**src/rtl/if_fetch_buffer_pkg.sv**
```systemverilog
// rtl/if_fetch_buffer_pkg.sv - shared state encodings and sizing helpers for the fetch buffer
package if_fetch_pkg;

   localparam logic [1:0] ST_IDLE = 2'd0;
   localparam logic [1:0] ST_WAIT = 2'd1;
   localparam logic [1:0] ST_DROP = 2'd2;

   localparam int unsigned DEF_AW = 32;
   localparam int unsigned DEF_DW = 32;

   localparam logic [31:0] NOP = 32'h0000_0000;

   typedef logic [1:0] fetch_state_t;

   function automatic int unsigned entry_w(input int unsigned aw, input int unsigned dw);
      return aw + dw;
   endfunction

   // One extra bit so a completely full FIFO is distinguishable from empty.
   function automatic int unsigned cnt_w(input int unsigned depth);
      return $clog2(depth) + 1;
   endfunction

endpackage

```
**src/rtl/if_fetch_buffer_if.sv**
```systemverilog
// rtl/if_fetch_buffer_if.sv - PC, instruction-memory and ID-side signals of the fetch stage
interface if_fetch_buffer_if #(
   parameter int unsigned AW = 32,
   parameter int unsigned DW = 32
) ();

   logic          start_i;
   logic [AW-1:0] pc_i;
   logic          stall_o;
   logic          flush_i;
   logic          imem_req_o;
   logic [AW-1:0] imem_addr_o;
   logic          imem_ack_i;
   logic [DW-1:0] imem_data_i;
   logic          valid_o;
   logic          id_ready_i;
   logic [AW-1:0] pc_o;
   logic [DW-1:0] inst_o;

   modport master (
      input  start_i, pc_i, flush_i, imem_ack_i, imem_data_i, id_ready_i,
      output stall_o, imem_req_o, imem_addr_o, valid_o, pc_o, inst_o
   );

   modport slave (
      output start_i, pc_i, flush_i, imem_ack_i, imem_data_i, id_ready_i,
      input  stall_o, imem_req_o, imem_addr_o, valid_o, pc_o, inst_o
   );

endinterface

```
**src/rtl/if_fetch_buffer_fetch_fifo.sv**
```systemverilog
// rtl/if_fetch_buffer_fetch_fifo.sv - synchronous DEPTH-entry FIFO holding {pc, instruction} pairs
module fetch_fifo
   import if_fetch_pkg::*;
#(
   parameter int unsigned DEPTH = 4,
   parameter int unsigned W     = 64,
   parameter int unsigned CW    = cnt_w(DEPTH)
) (
   input  logic          clk_i,
   input  logic          rst_i,
   input  logic          i_push,
   input  logic [W-1:0]  i_data,
   input  logic          i_pop,
   input  logic          i_clear,
   output logic [CW-1:0] o_count,
   output logic [W-1:0]  o_head
);

   localparam int unsigned PW = $clog2(DEPTH);

   logic [W-1:0]  r_mem [DEPTH];
   logic [PW-1:0] r_wr_ptr;
   logic [PW-1:0] r_rd_ptr;
   logic [CW-1:0] r_count;
   logic          w_we;
   logic          w_re;

   // Clear wins over both ports so a redirect never leaves a stale entry behind.
   assign w_we = i_push & ~i_clear;
   assign w_re = i_pop  & ~i_clear;

   always_ff @(posedge clk_i) begin
      if (rst_i || i_clear) begin
         r_wr_ptr <= '0;
         r_rd_ptr <= '0;
         r_count  <= '0;
      end else begin
         if (w_we) r_wr_ptr <= r_wr_ptr + 1'b1;
         if (w_re) r_rd_ptr <= r_rd_ptr + 1'b1;
         case ({w_we, w_re})
            2'b10:   r_count <= r_count + 1'b1;
            2'b01:   r_count <= r_count - 1'b1;
            default: r_count <= r_count;
         endcase
      end
   end

   always_ff @(posedge clk_i) begin
      if (w_we) r_mem[r_wr_ptr] <= i_data;
   end

   assign o_count = r_count;
   assign o_head  = (r_count != '0) ? r_mem[r_rd_ptr] : '0;

   a_no_overflow: assert property (@(posedge clk_i) disable iff (rst_i)
      w_we |-> (r_count != CW'(DEPTH)) || w_re);

   a_no_underflow: assert property (@(posedge clk_i) disable iff (rst_i)
      w_re |-> (r_count != '0));

endmodule

```
**src/rtl/if_fetch_buffer.sv**
```systemverilog
// rtl/if_fetch_buffer.sv - fetch stage: one outstanding imem read, results queued for ID
module if_fetch_buffer
   import if_fetch_pkg::*;
#(
   parameter int unsigned DEPTH = 4,
   parameter int unsigned AW    = DEF_AW,
   parameter int unsigned DW    = DEF_DW
) (
   input  logic           clk_i,
   input  logic           rst_i,
   if_fetch_buffer_if.master bus
);

   localparam int unsigned EW = entry_w(AW, DW);
   localparam int unsigned CW = cnt_w(DEPTH);

   fetch_state_t  r_state;
   logic [AW-1:0] r_req_pc;

   logic          w_ack_wait;
   logic          w_push;
   logic          w_pop;
   logic          w_valid;
   logic          w_space;
   logic [CW-1:0] w_count;
   logic [EW-1:0] w_head;

   assign w_ack_wait = (r_state == ST_WAIT) & bus.imem_ack_i;
   assign w_push     = w_ack_wait & ~bus.flush_i;
   assign w_valid    = (w_count != '0);
   assign w_pop      = w_valid & bus.id_ready_i & ~bus.flush_i;
   // Space is reserved at issue time, so the matching ack can always push.
   assign w_space    = (w_count < CW'(DEPTH));

   always_ff @(posedge clk_i) begin
      if (rst_i) begin
         r_state  <= ST_IDLE;
         r_req_pc <= '0;
      end else begin
         case (r_state)
            ST_IDLE: begin
               if (bus.start_i && !bus.flush_i && w_space) begin
                  r_state  <= ST_WAIT;
                  r_req_pc <= bus.pc_i;
               end
            end
            ST_WAIT: begin
               if (bus.imem_ack_i)   r_state <= ST_IDLE;
               else if (bus.flush_i) r_state <= ST_DROP;
            end
            ST_DROP: begin
               // The killed read still owes us an ack; swallow it before reissuing.
               if (bus.imem_ack_i) r_state <= ST_IDLE;
            end
            default: r_state <= ST_IDLE;
         endcase
      end
   end

   fetch_fifo #(
      .DEPTH (DEPTH),
      .W     (EW),
      .CW    (CW)
   ) u_fifo (
      .clk_i   (clk_i),
      .rst_i   (rst_i),
      .i_push  (w_push),
      .i_data  ({r_req_pc, bus.imem_data_i}),
      .i_pop   (w_pop),
      .i_clear (bus.flush_i),
      .o_count (w_count),
      .o_head  (w_head)
   );

   assign bus.imem_req_o  = (r_state == ST_WAIT);
   assign bus.imem_addr_o = r_req_pc;
   assign bus.stall_o     = ~(w_ack_wait | bus.flush_i);
   assign bus.valid_o     = w_valid;
   assign bus.pc_o        = w_head[EW-1:DW];
   assign bus.inst_o      = w_valid ? w_head[DW-1:0] : DW'(NOP);

endmodule

```
**src/flat_wrapper.sv**
```systemverilog
// flat-port wrapper written by rule: the top's interface ports become plain ports
module if_fetch_buffer_flat import if_fetch_pkg::*;
#(
   parameter int unsigned DEPTH = 4,
   parameter int unsigned AW    = DEF_AW,
   parameter int unsigned DW    = DEF_DW
)
  (clk_i, rst_i, bus_start_i, bus_pc_i, bus_flush_i, bus_imem_ack_i, bus_imem_data_i, bus_id_ready_i, bus_stall_o, bus_imem_req_o, bus_imem_addr_o, bus_valid_o, bus_pc_o, bus_inst_o);
  if_fetch_buffer_if #(.AW(AW), .DW(DW)) bus_i ();
  input  logic clk_i;
  input  logic rst_i;
  input wire logic [$bits(bus_i.start_i)-1:0] bus_start_i;
  input wire logic [$bits(bus_i.pc_i)-1:0] bus_pc_i;
  input wire logic [$bits(bus_i.flush_i)-1:0] bus_flush_i;
  input wire logic [$bits(bus_i.imem_ack_i)-1:0] bus_imem_ack_i;
  input wire logic [$bits(bus_i.imem_data_i)-1:0] bus_imem_data_i;
  input wire logic [$bits(bus_i.id_ready_i)-1:0] bus_id_ready_i;
  output wire logic [$bits(bus_i.stall_o)-1:0] bus_stall_o;
  output wire logic [$bits(bus_i.imem_req_o)-1:0] bus_imem_req_o;
  output wire logic [$bits(bus_i.imem_addr_o)-1:0] bus_imem_addr_o;
  output wire logic [$bits(bus_i.valid_o)-1:0] bus_valid_o;
  output wire logic [$bits(bus_i.pc_o)-1:0] bus_pc_o;
  output wire logic [$bits(bus_i.inst_o)-1:0] bus_inst_o;
  assign bus_i.start_i = bus_start_i;
  assign bus_i.pc_i = bus_pc_i;
  assign bus_i.flush_i = bus_flush_i;
  assign bus_i.imem_ack_i = bus_imem_ack_i;
  assign bus_i.imem_data_i = bus_imem_data_i;
  assign bus_i.id_ready_i = bus_id_ready_i;
  assign bus_stall_o = bus_i.stall_o;
  assign bus_imem_req_o = bus_i.imem_req_o;
  assign bus_imem_addr_o = bus_i.imem_addr_o;
  assign bus_valid_o = bus_i.valid_o;
  assign bus_pc_o = bus_i.pc_o;
  assign bus_inst_o = bus_i.inst_o;
  if_fetch_buffer #(.DEPTH(DEPTH), .AW(AW), .DW(DW)) u_core (.clk_i(clk_i), .rst_i(rst_i), .bus(bus_i));
endmodule
```
**config.mk**
```make
export PLATFORM = sky130hd
export DESIGN_NAME = if_fetch_buffer_flat
export DESIGN_NICKNAME = d
export VERILOG_FILES = /design/src/rtl/if_fetch_buffer_pkg.sv /design/src/rtl/if_fetch_buffer_if.sv /design/src/rtl/if_fetch_buffer_fetch_fifo.sv /design/src/rtl/if_fetch_buffer.sv /design/src/flat_wrapper.sv
export SDC_FILE = /design/constraint.sdc
export NUM_CORES = 1
export LEC_CHECK = 0
export BUFFER_PORTS_ARGS = -buffer_cell sky130_fd_sc_hd__buf_2
export CORE_ASPECT_RATIO = 1.4
export CORE_MARGIN = 5
export CORE_UTILIZATION = 57
export DETAILED_ROUTE_END_ITERATION = 10
export PLACE_DENSITY_LB_ADDON = 0.25
export SETUP_SLACK_MARGIN = 0.02
export SLEW_MARGIN = 20
export SYNTH_ARGS = -nofsm -noshare
export SYNTH_HDL_FRONTEND = slang
export SYNTH_SLANG_ARGS = --single-unit
```
**constraint.sdc**
```tcl
create_clock -name clk_i -period 3.39 [get_ports clk_i]
set_input_delay 0 -clock clk_i [delete_from_list [all_inputs] [get_ports clk_i]]
set_output_delay 0 -clock clk_i [all_outputs]
set_load 0.05 [all_outputs]
```
==> flow_metrics.env <==
export IMPL_hold_slack_ns=0.231
export IMPL_critPathKind="register to output pin"
export IMPL_crit_slowest_cell="mux4_1"
export IMPL_fin_cells=1122
export IMPL_clk_latency_ns=0.52
export IMPL_cts_tree="yes"
export IMPL_nNetsFinal=922
export IMPL_grt_ovfl_total=0
export IMPL_setup_viol=0
export IMPL_fin_crit_sh=0.733
export IMPL_cp_buffers_inverters=2
export IMPL_yosys_area_top_type_share=0.655
export IMPL_yosysWarnings=0
export IMPL_cts_buffers=27
export IMPL_clk_pin_slew_ns=0.07
export IMPL_track_usage=0.191
export IMPL_maxCapViolCount=0
export IMPL_dpl_cell_count=1002
export IMPL_synth_edf_count=256
export IMPL_syn_nets=685
export IMPL_status="finished, final reports clean"
export IMPL_cts_sinks=299
export IMPL_worst_setup_path_start_kind="register"
export IMPL_crit_fanout=19
export IMPL_powerDensity_nw_per_um2=530
export IMPL_r2r_cells=5
export IMPL_die_height_um=180
export IMPL_antennaDiodeCount=0
export IMPL_cts_buffer_depth=3
export IMPL_cp_arrival_ns=2.48
export IMPL_switching_share=0.199
export IMPL_dp_hpwl_um=12800
export IMPL_setup_ws_ns=0.907
export IMPL_core_area_sq_um=20400
export IMPL_path_cells="buf_4, mux4_1, and2_1, buf_2"
export IMPL_synth_area_sq_um=11700
export IMPL_die_area_sq_um=23600
export IMPL_reg2reg_slack_ns=1.17
export IMPL_synthTopCellsByArea="edfxtp_1 (66%), mux4_2 (12%), dfxtp_1 (7.3%)"
export IMPL_cts_root_buf="clkbuf_16"
export IMPL_io_buffers=168
export IMPL_pin_count=169
export IMPL_crit_family="buffers and inverters"
export IMPL_clockPowerShare=0.422
export IMPL_antenna_found_initial=0
export IMPL_h_tree_depth=1
export IMPL_drive_gt1_frac=0.328
export IMPL_final_cell_area_sq_um=14400
export IMPL_first_global_vias=6682
export IMPL_p_int_mw=6.09
export IMPL_p_switching_mw=1.52
export IMPL_firstDrtPassIters=4
export IMPL_grt_pass1_wl_um=36300
export IMPL_min_path_type="input pin to register"
export IMPL_dr_total_vias=6061
export IMPL_wl_per_cell_um=20.2
export IMPL_rsz0062_at_grt="false"
export IMPL_ys_flop_type="edfxtp_1"
export IMPL_synth_area_per_cell_sq_um=19.3
export IMPL_p_leak_nw=5.07
export IMPL_yosysMostFrequentCell="edfxtp_1"
export IMPL_detail_route_vias_per_cell=5.40
export IMPL_async_reset_ff_frac=0
export IMPL_finClkSkew_ns=0.00709
export IMPL_dieWidth_um=131
export IMPL_cp_num_cells=4
export IMPL_hold_viol_final=0
export IMPL_wl_um=22700
export IMPL_power_frac_seq=0.533
export IMPL_reg2reg_to="u_core.r_state[0]"
export IMPL_gp_congestion=0.702
export IMPL_synth_cells=609
export IMPL_finalCriticalPeriod_ns=2.48
export IMPL_cp_data_required_time_ns=3.39
export IMPL_post_cts_buffers=0
export IMPL_tns_ns=0
export IMPL_fmax_mhz=403
export IMPL_irDropWorstVdd_mv=0.415
export IMPL_seq_area_frac_synth=0.729
export IMPL_rows=62
export IMPL_max_slew_margin_rel=0.267
export IMPL_drt_iter0_markers=363
export IMPL_endpoint="bus_pc_o[0]"
export IMPL_ys_seq_elements=299
export IMPL_drc=0
export IMPL_worstMarginPinSlew_ns=1.10
export IMPL_synthTopCellsByCount="edfxtp_1 (256), and2_1 (69), nand2b_1 (64)"
export IMPL_yosysTopAreaCell="edfxtp_1"
export IMPL_syn2layout_area_growth_pct=22.4
export IMPL_worstSetupEndpointType="output pin"
export IMPL_worst_path_largest_cell_delay_ns=0.61
export IMPL_placed_cell_area_sq_um=12700
export IMPL_start_util=0.575
export IMPL_ys_types=32
export IMPL_p_comb_frac=0.045
export IMPL_antenna_left=0
export IMPL_r2r_start="u_core.r_state[1]"
export IMPL_grt_max_degree=68
export IMPL_finalMaxSlewViolations=0
export IMPL_dp_slack_ns=1.22
[power groups by stage]
stage                     Clock, mW  Combinational (mW)  Sequential, mW
after floorplan                   0               0.113            4.19
after global placement            0               0.272            4.13
after detailed placement          0               0.281            4.13
after CTS                      3.27               0.345            4.05
after global routing           3.42               0.368            4.06
final                          3.21               0.344            4.05
[metal layers]
| layer | up-vias | GRT usage | part of all wire |
|---|---|---|---|
| met5 | - | 0 | 0 |
| met4 | 0 | 0.0506 | 0.023 |
| met3 | 39 | 0.0282 | 0.045 |
| met2 | 165 | 0.354 | 0.54 |
| met1 | 3047 | 0.232 | 0.39 |
| li1 | 2810 | - | - |
[logic make-up after synthesis]
| kind of cell | share of synthesized area |
|---|---|
| buffers and inverters | 0.0244 |
| multiplexers | 0.151 |
| flip-flops | 0.729 |
| adder cells (fa/ha/maj) | 0.00704 |
| XOR/XNOR | 0.00373 |
| AO/OA/AOI/OAI | 0.00459 |
| AND/OR/NAND/NOR | 0.0803 |
[cells in the final DEF, fill, tap and decap left out, types with 4 or more instances in the layout]
cell type / netlist / layout
a21oi_1: 5 / 5
and2_1: 69 / 64
and2_4: 0 / 4
buf_2: 6 / 168
clkbuf_1: 15 / 4
clkbuf_16: 0 / 31
clkinv_2: 0 / 4
dfxtp_1: 43 / 41
dlygate4sd3_1: 0 / 71
edfxtp_1: 256 / 256
ha_1: 5 / 5
inv_1: 6 / 6
mux2i_1: 32 / 32
mux4_1: 4 / 4
mux4_2: 60 / 60
nand2b_1: 64 / 64
nor2_1: 10 / 10
xor2_1: 4 / 4
[through the flow]
step	power, mW	utilization
after floorplan	4.31	-
after global placement	4.40	0.621
after detailed placement	4.41	0.621
after CTS	7.67	0.703
after global routing	7.84	0.704
final	7.61	0.704
[area by class of cell]
type,instances,area [sq um]
well taps,256,320
clock inverters,12,145
flip-flops and latches,299,8560
clock buffers,37,818
multi-input cells,271,2920
inverters,6,22.5
fillers,1302,6050
repair buffers,241,1580
[worst min-delay path by stage]
stage	startpoint	endpoint	slack [ns]	cells after the start
finish	bus_imem_data_i[1]	u_core.u_fifo.r_mem[3][1]	0.23	2
global route	bus_imem_data_i[30]	u_core.u_fifo.r_mem[2][30]	0.23	2
CTS	bus_imem_data_i[6]	u_core.u_fifo.r_mem[1][6]	0.21	2
detailed placement	bus_imem_data_i[30]	u_core.u_fifo.r_mem[2][30]	0.22	1
global placement	bus_imem_data_i[30]	u_core.u_fifo.r_mem[1][30]	0.21	1
floorplan	bus_imem_ack_i	u_core.r_state[1]	0.08	1
[flip-flops by register name, summed over array words and instances (netlist names), named ones only]
register	count
u_core.u_fifo.r_mem	256
u_core.bus.imem_addr_o	32
u_core.u_fifo.o_count	3
u_core.r_state	2
u_core.u_fifo.r_rd_ptr	2
u_core.u_fifo.r_wr_ptr	2
[what timing repair did]
item / CTS / global route
hold buffers: 71 / 0
resized for setup: 0 / 0
endpoints found under the hold margin: 171 / 0
No activity file was read; power rests on OpenSTA's default activity.
